`config.mk`:
```
export PLATFORM = sky130hd
export DESIGN_NAME = mem_access_unit
export DESIGN_NICKNAME = d
export VERILOG_FILES = /design/src/rtl/mem_access_pkg.sv /design/src/rtl/mem_lane_pack.sv /design/src/rtl/mem_access_unit.sv
export SDC_FILE = /design/constraint.sdc
export NUM_CORES = 1
export LEC_CHECK = 0
export ABC_AREA = 1
export BUFFER_PORTS_ARGS = -buffer_cell sky130_fd_sc_hd__buf_4
export CAP_MARGIN = 20
export CORE_UTILIZATION = 47
export CTS_CLUSTER_SIZE = 40
export DETAILED_ROUTE_END_ITERATION = 7
export PLACE_DENSITY = 0.77
export SLEW_MARGIN = 40
export SYNTH_ARGS = -nofsm -noshare
export SYNTH_HDL_FRONTEND = slang
export SYNTH_HIERARCHICAL = 1
export SYNTH_SLANG_ARGS = --single-unit
```
`constraint.sdc`:
```
create_clock -name clk -period 2 [get_ports clk]
set_clock_uncertainty 0.2 [all_clocks]
set_input_delay 0.1 -clock clk [delete_from_list [all_inputs] [get_ports clk]]
set_output_delay 0.1 -clock clk [all_outputs]
set_load 0.1 [all_outputs]
```
`src/rtl/mem_access_pkg.sv`:
```
// Shared types and encodings for the load/store initiator and its lane packer.
package mem_access_pkg;

  localparam int unsigned CNT_W = 8;

  typedef enum logic [2:0] {
    ST_IDLE,
    ST_LOAD_WAIT,
    ST_STORE_WAIT,
    ST_STORE_RELEASE,
    ST_RESP
  } state_e;

  localparam logic [1:0] SIZE_BYTE = 2'd0;
  localparam logic [1:0] SIZE_HALF = 2'd1;
  localparam logic [1:0] SIZE_WORD = 2'd2;

  localparam logic [1:0] FAULT_NONE       = 2'd0;
  localparam logic [1:0] FAULT_MISALIGNED = 2'd1;
  localparam logic [1:0] FAULT_TIMEOUT    = 2'd2;

  localparam logic [1:0] MW_NONE = 2'd0;
  localparam logic [1:0] MW_BYTE = 2'd1;
  localparam logic [1:0] MW_HALF = 2'd2;
  localparam logic [1:0] MW_WORD = 2'd3;

  // The reserved size code 3 behaves as a word access.
  function automatic logic [1:0] norm_size(input logic [1:0] size);
    return (size == 2'd3) ? SIZE_WORD : size;
  endfunction

  function automatic logic [1:0] size_to_mw(input logic [1:0] size);
    logic [1:0] mw;
    case (size)
      SIZE_BYTE: mw = MW_BYTE;
      SIZE_HALF: mw = MW_HALF;
      default:   mw = MW_WORD;
    endcase
    return mw;
  endfunction

endpackage

```
`src/rtl/mem_lane_pack.sv`:
```
// Store lane packing (d0 = most-significant lane) and load extraction/extension.
module mem_lane_pack
  import mem_access_pkg::*;
(
  input  logic [1:0]  i_size,
  input  logic        i_signed,
  input  logic [31:0] i_wdata,
  input  logic [31:0] i_qword,
  output logic [31:0] o_lanes_c,
  output logic [31:0] o_rdata_c
);

  always_comb begin
    o_lanes_c = 32'h0;
    o_rdata_c = 32'h0;
    case (i_size)
      SIZE_BYTE: begin
        o_lanes_c = {i_wdata[7:0], 24'h0};
        o_rdata_c = {{24{i_signed & i_qword[31]}}, i_qword[31:24]};
      end
      SIZE_HALF: begin
        o_lanes_c = {i_wdata[15:0], 16'h0};
        o_rdata_c = {{16{i_signed & i_qword[31]}}, i_qword[31:16]};
      end
      default: begin
        o_lanes_c = i_wdata;
        o_rdata_c = i_qword;
      end
    endcase
  end

endmodule

```
`src/rtl/mem_access_unit.sv`:
```
// Single-outstanding load/store initiator driving a byte_addressable responder.
module mem_access_unit
  import mem_access_pkg::*;
#(
  parameter int unsigned READ_WAIT = 2,
  parameter int unsigned TIMEOUT   = 15
) (
  input  logic        clk,
  input  logic        reset_n,
  input  logic        req_valid,
  output logic        req_ready,
  input  logic        req_store,
  input  logic [1:0]  req_size,
  input  logic        req_signed,
  input  logic [31:0] req_addr,
  input  logic [31:0] req_wdata,
  output logic        resp_valid,
  output logic [31:0] resp_rdata,
  output logic [1:0]  resp_fault,
  output logic [31:0] mem_address,
  output logic [1:0]  mem_write,
  output logic [7:0]  mem_d0,
  output logic [7:0]  mem_d1,
  output logic [7:0]  mem_d2,
  output logic [7:0]  mem_d3,
  input  logic [7:0]  mem_q0,
  input  logic [7:0]  mem_q1,
  input  logic [7:0]  mem_q2,
  input  logic [7:0]  mem_q3,
  input  logic        mem_error,
  input  logic        mem_done
);

  localparam logic [CNT_W-1:0] READ_LAST = CNT_W'(READ_WAIT - 1);
  localparam logic [CNT_W-1:0] TMO_LAST  = CNT_W'(TIMEOUT - 1);

  state_e            r_state, w_nxt_state;
  logic [CNT_W-1:0]  r_cnt, w_nxt_cnt;
  logic [1:0]        r_size, w_nxt_size;
  logic              r_signed, w_nxt_signed;
  logic              r_req_ready, w_nxt_req_ready;
  logic              r_resp_valid, w_nxt_resp_valid;
  logic [31:0]       r_resp_rdata, w_nxt_resp_rdata;
  logic [1:0]        r_resp_fault, w_nxt_resp_fault;
  logic [31:0]       r_hold_rdata, w_nxt_hold_rdata;
  logic [1:0]        r_hold_fault, w_nxt_hold_fault;
  logic [31:0]       r_mem_address, w_nxt_mem_address;
  logic [1:0]        r_mem_write, w_nxt_mem_write;
  logic [31:0]       r_lanes, w_nxt_lanes;

  logic [1:0]        w_req_size;
  logic [1:0]        w_pack_size;
  logic [31:0]       w_lanes_c;
  logic [31:0]       w_rdata_c;

  assign w_req_size  = norm_size(req_size);
  // In IDLE the packer serves the incoming store; afterwards it decodes the load.
  assign w_pack_size = (r_state == ST_IDLE) ? w_req_size : r_size;

  mem_lane_pack u_pack (
    .i_size    (w_pack_size),
    .i_signed  (r_signed),
    .i_wdata   (req_wdata),
    .i_qword   ({mem_q0, mem_q1, mem_q2, mem_q3}),
    .o_lanes_c (w_lanes_c),
    .o_rdata_c (w_rdata_c)
  );

  // Next-state and next-output decode.
  always_comb begin
    w_nxt_state       = r_state;
    w_nxt_cnt         = r_cnt;
    w_nxt_size        = r_size;
    w_nxt_signed      = r_signed;
    w_nxt_req_ready   = r_req_ready;
    w_nxt_resp_valid  = 1'b0;
    w_nxt_resp_rdata  = 32'h0;
    w_nxt_resp_fault  = FAULT_NONE;
    w_nxt_hold_rdata  = r_hold_rdata;
    w_nxt_hold_fault  = r_hold_fault;
    w_nxt_mem_address = r_mem_address;
    w_nxt_mem_write   = r_mem_write;
    w_nxt_lanes       = r_lanes;

    case (r_state)
      ST_IDLE: begin
        if (req_valid && r_req_ready) begin
          w_nxt_req_ready  = 1'b0;
          w_nxt_size       = w_req_size;
          w_nxt_signed     = req_signed;
          w_nxt_cnt        = '0;
          w_nxt_hold_rdata = 32'h0;
          if (req_addr[1:0] != 2'b00) begin
            w_nxt_hold_fault = FAULT_MISALIGNED;
            w_nxt_state      = ST_RESP;
          end else begin
            w_nxt_hold_fault  = FAULT_NONE;
            w_nxt_mem_address = req_addr;
            if (req_store) begin
              w_nxt_mem_write = size_to_mw(w_req_size);
              w_nxt_lanes     = w_lanes_c;
              w_nxt_state     = ST_STORE_WAIT;
            end else begin
              w_nxt_lanes = 32'h0;
              w_nxt_state = ST_LOAD_WAIT;
            end
          end
        end
      end
      ST_LOAD_WAIT: begin
        if (r_cnt == READ_LAST) begin
          w_nxt_state = ST_RESP;
          if (mem_error) begin
            w_nxt_hold_fault = FAULT_MISALIGNED;
            w_nxt_hold_rdata = 32'h0;
          end else begin
            w_nxt_hold_rdata = w_rdata_c;
          end
        end else begin
          w_nxt_cnt = r_cnt + CNT_W'(1);
        end
      end
      ST_STORE_WAIT: begin
        if (mem_done) begin
          w_nxt_mem_write = MW_NONE;
          w_nxt_cnt       = '0;
          w_nxt_state     = ST_STORE_RELEASE;
        end else if (r_cnt == TMO_LAST) begin
          w_nxt_mem_write  = MW_NONE;
          w_nxt_hold_fault = FAULT_TIMEOUT;
          w_nxt_state      = ST_RESP;
        end else begin
          w_nxt_cnt = r_cnt + CNT_W'(1);
        end
      end
      ST_STORE_RELEASE: begin
        if (!mem_done) begin
          w_nxt_state = ST_RESP;
        end else if (r_cnt == TMO_LAST) begin
          w_nxt_hold_fault = FAULT_TIMEOUT;
          w_nxt_state      = ST_RESP;
        end else begin
          w_nxt_cnt = r_cnt + CNT_W'(1);
        end
      end
      ST_RESP: begin
        w_nxt_resp_valid = 1'b1;
        w_nxt_resp_rdata = r_hold_rdata;
        w_nxt_resp_fault = r_hold_fault;
        w_nxt_req_ready  = 1'b1;
        w_nxt_state      = ST_IDLE;
      end
      default: begin
        w_nxt_mem_write = MW_NONE;
        w_nxt_req_ready = 1'b1;
        w_nxt_state     = ST_IDLE;
      end
    endcase
  end

  // State and output registers.
  always_ff @(posedge clk or negedge reset_n) begin
    if (!reset_n) begin
      r_state       <= ST_IDLE;
      r_cnt         <= '0;
      r_size        <= SIZE_BYTE;
      r_signed      <= 1'b0;
      r_req_ready   <= 1'b1;
      r_resp_valid  <= 1'b0;
      r_resp_rdata  <= 32'h0;
      r_resp_fault  <= FAULT_NONE;
      r_hold_rdata  <= 32'h0;
      r_hold_fault  <= FAULT_NONE;
      r_mem_address <= 32'h0;
      r_mem_write   <= MW_NONE;
      r_lanes       <= 32'h0;
    end else begin
      r_state       <= w_nxt_state;
      r_cnt         <= w_nxt_cnt;
      r_size        <= w_nxt_size;
      r_signed      <= w_nxt_signed;
      r_req_ready   <= w_nxt_req_ready;
      r_resp_valid  <= w_nxt_resp_valid;
      r_resp_rdata  <= w_nxt_resp_rdata;
      r_resp_fault  <= w_nxt_resp_fault;
      r_hold_rdata  <= w_nxt_hold_rdata;
      r_hold_fault  <= w_nxt_hold_fault;
      r_mem_address <= w_nxt_mem_address;
      r_mem_write   <= w_nxt_mem_write;
      r_lanes       <= w_nxt_lanes;
    end
  end

  assign req_ready   = r_req_ready;
  assign resp_valid  = r_resp_valid;
  assign resp_rdata  = r_resp_rdata;
  assign resp_fault  = r_resp_fault;
  assign mem_address = r_mem_address;
  assign mem_write   = r_mem_write;
  assign mem_d0      = r_lanes[31:24];
  assign mem_d1      = r_lanes[23:16];
  assign mem_d2      = r_lanes[15:8];
  assign mem_d3      = r_lanes[7:0];

endmodule
```
Word level (Yosys, flattened, before mapping)
Cells that the tools add are included.
{"block": "word_totals", "latchBits": 0, "memories": 0, "in_bits": 105, "romBits": 0, "reg_bits": 150, "out_inout_bits": 102, "mem_bits_rw": 0, "elab_cells": 96}
{"block": "classes", "div_mod_pow": 0, "multipliers": 0, "addsub": 1, "muxes": 43, "n_reduce_logical": 17, "n_shift": 0, "n_eq_ne": 18, "order_cmp": 0, "bitwise": 4}
{"op": "32-bit one-hot mux with 2 select lines", "n": 3}
{"op": "32-bit two-way mux", "n": 5}
{"op": "8-bit two-way mux", "n": 5}
{"op": "8-bit one-hot mux with 4 select lines", "n": 1}
{"op": "2-bit two-way mux", "n": 15}
{"op": "3-bit two-way mux", "n": 6}
{"op": "2-bit inequality test, second input constant", "n": 7}
{"op": "3-bit one-hot mux with 4 select lines", "n": 1}
{"op": "8-bit by 1-bit adder with 8-bit output, second input constant", "n": 1}
{"op": "8-bit by 1-bit equality test with 1-bit output, second input constant", "n": 1}
{"op": "8-bit by 4-bit equality test with 1-bit output, second input constant", "n": 1}
{"op": "2-bit one-hot mux with 4 select lines", "n": 1}
{"op": "3-bit by 2-bit equality test with 1-bit output, second input constant", "n": 2}
{"op": "2-bit one-hot mux with 3 select lines", "n": 1}
{"op": "2-bit AND reduction", "n": 3}
{"op": "3-bit AND reduction", "n": 2}
{"op": "6-bit AND reduction", "n": 1}
{"op": "3-bit OR reduction", "n": 2}
{"op": "5-bit AND reduction", "n": 1}
{"op": "2-bit by 1-bit equality test with 1-bit output, second input constant", "n": 2}
{"op": "2-bit zero test", "n": 2}
{"op": "2-bit one-hot mux with 2 select lines", "n": 1}
{"op": "4-bit AND reduction", "n": 1}
{"op": "2-bit nonzero test", "n": 2}
{"op": "other kinds (12)", "n": 16}

Logic depth before layout (Yosys ltp)
{"block": "depth", "depth_word": 8, "depth_mapped": 12, "mapped_depth_nobuf": 10}

Cells and area by module
The synthesis kept the hierarchy.
{"module": "mem_access_unit", "cells_per_inst": 661, "seq_area_each_um2": 3754.9, "n_inst": 1, "area_each_um2": 5998.3}
{"module": "mem_lane_pack", "cells_per_inst": 198, "seq_area_each_um2": 0.0, "n_inst": 1, "area_each_um2": 919.6}

Worst setup path before layout
Ideal clock, no wire load.
{"block": "synth_timing", "path_kind": "flip-flop to flip-flop", "startpoint": "register r_req_ready, in the netlist req_ready", "endpoint": "register r_cnt[4]", "path_slack_ns": -0.177, "path_stages_with_launch": 10, "t_arrival_ns": 1.864, "path_buffers": 0, "synth_period_minus_slack_ns": 2.177, "setup_ns": 0.113, "cell_sequence": "dfstp_2 > nand2_1 > nand3_1 > nand2_1 > inv_1 > nand3_1 > inv_1 > nand2_1 > nand2_1 > inv_1"}
{"block": "synth_via", "elab_chain_cells": 3}
{"item": "start, declared", "line": "mem_access_unit.sv:41", "source": "logic r_req_ready, w_nxt_req_ready;"}
{"item": "start signal, assigned", "line": "mem_access_unit.sv:182", "source": "r_req_ready <= w_nxt_req_ready;"}
{"item": "1-bit logical AND", "line": "mem_access_unit.sv:87", "source": "if (req_valid && r_req_ready) begin"}
{"item": "2-bit by 1-bit inequality test with 1-bit output (no source line)"}
{"item": "4-bit AND reduction (no source line)"}
{"item": "end signal, assigned", "line": "mem_access_unit.sv:179", "source": "r_cnt <= w_nxt_cnt;"}
{"item": "end, declared", "line": "mem_access_unit.sv:38", "source": "logic [CNT_W-1:0] r_cnt, w_nxt_cnt;"}
No other way between the ends.
A chain may end at the register's enable or synchronous reset.

Worst setup path after layout
{"block": "layout_timing", "startpoint": "register r_state[2]", "endpoint": "register r_hold_rdata[0]"}
{"block": "layout_via", "elab_chain_cells": 7}
{"item": "start, declared", "line": "mem_access_unit.sv:37", "source": "state_e r_state, w_nxt_state;"}
{"item": "start signal, assigned", "line": "mem_access_unit.sv:178", "source": "r_state <= w_nxt_state;"}
{"item": "3-bit zero test *", "line": "mem_access_unit.sv:58", "source": "assign w_pack_size = (r_state == ST_IDLE) ? w_req_size : r_size;"}
{"item": "2-bit two-way mux *", "line": "mem_access_unit.sv:58"}
{"item": "via w_pack_size[1]", "line": "mem_access_unit.sv:52", "source": "logic [1:0] w_pack_size;"}
{"item": "2-bit by 1-bit equality test with 1-bit output or 2-bit zero test (tied branches)", "line": "mem_lane_pack.sv:16", "source": "case (i_size)"}
{"item": "32-bit one-hot mux with 2 select lines *", "line": "mem_lane_pack.sv:16"}
{"item": "via w_rdata_c[0]", "line": "mem_access_unit.sv:54", "source": "logic [31:0] w_rdata_c;"}
{"item": "32-bit two-way mux *", "line": "mem_access_unit.sv:113", "source": "if (mem_error) begin"}
{"item": "32-bit two-way mux *", "line": "mem_access_unit.sv:111", "source": "if (r_cnt == READ_LAST) begin"}
{"item": "32-bit one-hot mux with 2 select lines *", "line": "mem_access_unit.sv:85", "source": "case (r_state)"}
{"item": "end signal, assigned", "line": "mem_access_unit.sv:186", "source": "r_hold_rdata <= w_nxt_hold_rdata;"}
{"item": "end, declared", "line": "mem_access_unit.sv:45", "source": "logic [31:0] r_hold_rdata, w_nxt_hold_rdata;"}
The timed path passes the listed nets; every way through them passes the cells marked *. The select of a mux whose other input is x is not followed.

==> key figures <==
Status
  • Run status: complete, no violations

Die
  • I/O pin cnt: 207
  • Die height: 123 um
  • Die area: 0.0152 mm2
  • Initial core utilization: 49.1%
  • Die X: 123 um
  • Core Area: 0.0141 mm2
  • Row cnt: 43

STA
  • Crit path time final: 1.97 ns
  • Final hold viol count: 0
  • Worst-Margin Slew: 0.401 ns
  • Fin Setup TNS: 0 ns
  • Setup violators final: 0
  • Period Utilization, post-route: 98.5%
  • Max Slew Vio Count: 0
  • F_max: 508 MHz
  • RSZ-0062 raised after global routing: true
  • Headroom to the max-slew limit: 73.3%

Clock network
  • Htree depth: 4
  • Root buf cell: clkbuf_16
  • Cts bufs inserted: 17
  • Clk slew on worst S/H paths: 0.06 ns
  • CTS tree: done
  • Latest clock arrival within the worst-skew pair: 0.43 ns
  • CTS max path bufs: 2
  • Sink Count: 150

Synth
  • Syn Std Cell Area: 0.00692 mm2
  • Net Count, Synth: 967
  • Yosys reg bits: 150
  • Synth unique cells: 29
  • Area leader, netlist: dfrtp_1
  • Sequential share of the synthesized area: 54.3%
  • Synth warn: 6
  • Gate count after technology mapping: 859
  • Synth area leaders: dfrtp_1 (54%), nand2_1 (17%), nand3_1 (9.5%), inv_1 (4.3%), nor2_1 (3.3%)
  • Avg Cell Area, Syn: 8.05 um2
  • Synth top area share: 53.9%

Worst setup path
  • Crit end category: flop
  • Startpoint types: flop
  • WS Path Type: flop to flop
  • Cell family with most CP delay: buffers and inverters
  • WP data required: 2.11 ns
  • Critical Path, Cell by Cell: inv_2, nand2_4, o21ai_4, inv_4, buf_4, nand3_1, nand3_1, nand3_1, o21ai_0
  • CP most frequent cell: nand3_1
  • Critical Path AT: 2.08 ns
  • Worst-path fanout max: 10
  • Worst path slowest cell: dfrtp_1
  • CP bufs+invs: 3
  • CP max stage delay: 0.39 ns

Drt
  • Routed Antenna Nets: 0
  • Number of vias per cell: 5.30
  • DRT iter0 DRCs: 783
  • DRT Pass-1 Iters: 5
  • Drt wl/cell: 16.6 um
  • # DRC: 0
  • Final WL: 22.6 mm
  • Vias: 7225

GRT
  • Initial antenna violation count: 0
  • Largest net degree at the start of global routing: 65
  • Remaining Overflow, GRT: 0
  • All-layer global routing usage: 29.5%
  • Vias in the first global route: 6956
  • First-pass GRT wire length: 33.8 mm

Layout
  • Antenna diodes: 0
  • Area Overhead vs Synth: 50.7%
  • Fin nets: 1279
  • Design area: 0.0104 mm2
  • Layout fillers: 983
  • Multi-input logic area: 0.00259 mm2
  • Share of layout cells above drive strength 1: 24.2%
  • Utilization after layout: 74.0%
  • Sequential cell area: 0.00376 mm2

Placement
  • Placed inst area: 0.00872 mm2
  • GPL Wtd Cong: 0.895
  • Port buffer count: 206
  • Dpl hpwl: 13.3 mm

Pwr
  • Worst VDD drop: 487 uV
  • Leakage: 5.76 nW
  • Power, Total: 6.82 mW
  • Cell Pwr Density: 654 mW/mm2

Worst hold path
  • HP Class: input port to flop

Run
  • # Max-Cap Violations: 0
[sequential cells by signal (all words and copies together) (netlist names)]
name	count
r_signed	1
mem_address	32
r_hold_fault	2
r_size	2
resp_fault	2
req_ready	1
r_lanes	32
r_cnt	8
mem_write	2
r_state	3
resp_rdata	32
r_hold_rdata	32
resp_valid	1
[per-stage QoR]
| step | cells | hold slack [ns] | worst slack, ns |
|---|---|---|---|
| 2_1_floorplan | 859 | -0.396 | 0.0406 |
| 3_3_place_gp | 1226 | -0.160 | 0.138 |
| 3_5_place_dp | 1226 | -0.169 | 0.101 |
| 4_1_cts | 1362 | 0.0992 | 0.0853 |
| 5_1_grt | 1364 | 0.143 | -0.0539 |
| 6_report | 1364 | 0.0994 | 0.0301 |
[placed cells by master (no fill, tap or decap), drive strengths merged]
cell type and n:
a41oi 1, a21oi 6, o21ai 47, nor2 67
clkinvlp 2, nand2 317, dlygate4sd3 104, clkinv 5
a31oi 2, xnor2 2, bufinv 2, inv 87
dfstp 1, xor2 3, or2 1, buf 231
dfrtp 149, ha 3, nand4 1, nor3 1
clkbuf 21, nand3 131
[worst paths after layout]
kind,from,end,slack (ns),depth (start not counted)
max,r_state[2],r_hold_rdata[0],0.03,9
min,req_addr[1],r_state[1],0.1,5
max reg2reg,r_state[2],r_hold_rdata[0],0.03,9
min reg2reg,mem_address[4],mem_address[4],0.27,2
max in group asynchronous,reset_n,mem_address[25],0.44,4
min in group asynchronous,reset_n,r_lanes[12],0.48,3
[worst min-delay path, cell delays in order]
cell     delay, ns
buf_4         0.07
or2_1         0.28
nor2_2        0.09
nand2_1       0.05
a31oi_1       0.08
[final cells by class]
| type | count | share of cell area [%] |
|---|---|---|
| Inverter | 83 | 3.04 |
| Timing Repair Buffer | 337 | 28.3 |
| Clock buffer | 19 | 4.15 |
| Multi-Input combinational cell | 582 | 24.9 |
| Sequential cell | 150 | 36.0 |
| Tap cell | 180 | 2.16 |
| Clock inverter | 13 | 1.43 |
[cells by family after synthesis]
group                      Yosys count  synth area share [%]
adders and majority gates            3                 0.543
DFF                                150                  54.3
AOI/OAI and AO/OA                   56                  4.14
buffers and inverters              127                  8.77
and+or+nand+nor                    518                  31.6
xor gates and xnor gates             5                 0.633
[timing repair]
| item | in CTS | in global routing |
|---|---|---|
| endpoints found under the setup margin | 0 | 56 |
| hold buffers | 104 | 0 |
| hold endpoints to repair | 254 | 0 |
| buffers inserted | 0 | 0 |
| resized for setup | 0 | 12 |
[cell usage after synthesis (all sizes together)]
| master | count |
|---|---|
| nand2 | 317 |
| dfrtp | 149 |
| nand3 | 131 |
| inv | 83 |
| nor2 | 67 |
| o21ai | 47 |
| buf | 40 |
| a21oi | 6 |
| clkbuf | 4 |
| ha | 3 |
| xor2 | 3 |
| a31oi | 2 |
| xnor2 | 2 |
| a41oi | 1 |
| dfstp | 1 |
| nand4 | 1 |
| nor3 | 1 |
| or2 | 1 |
[per-layer routing]
layer	vias up	GRT usage [%]	part of all wire [%]
li1	3306	-	-
met3	88	7.75	8.6
met2	424	50.2	49
met4	0	15.4	4.0
met1	3407	34.2	38
met5	-	0	0
[power by group]
group	internal [mW]	switching, mW	leakage [nW]	total (mW)
sequential	3.07	0.00951	2.01	3.08
combinational	0.313	0.247	3.47	0.560
clock	1.86	1.33	0.280	3.18
Power figures use the tool's default switching activity.
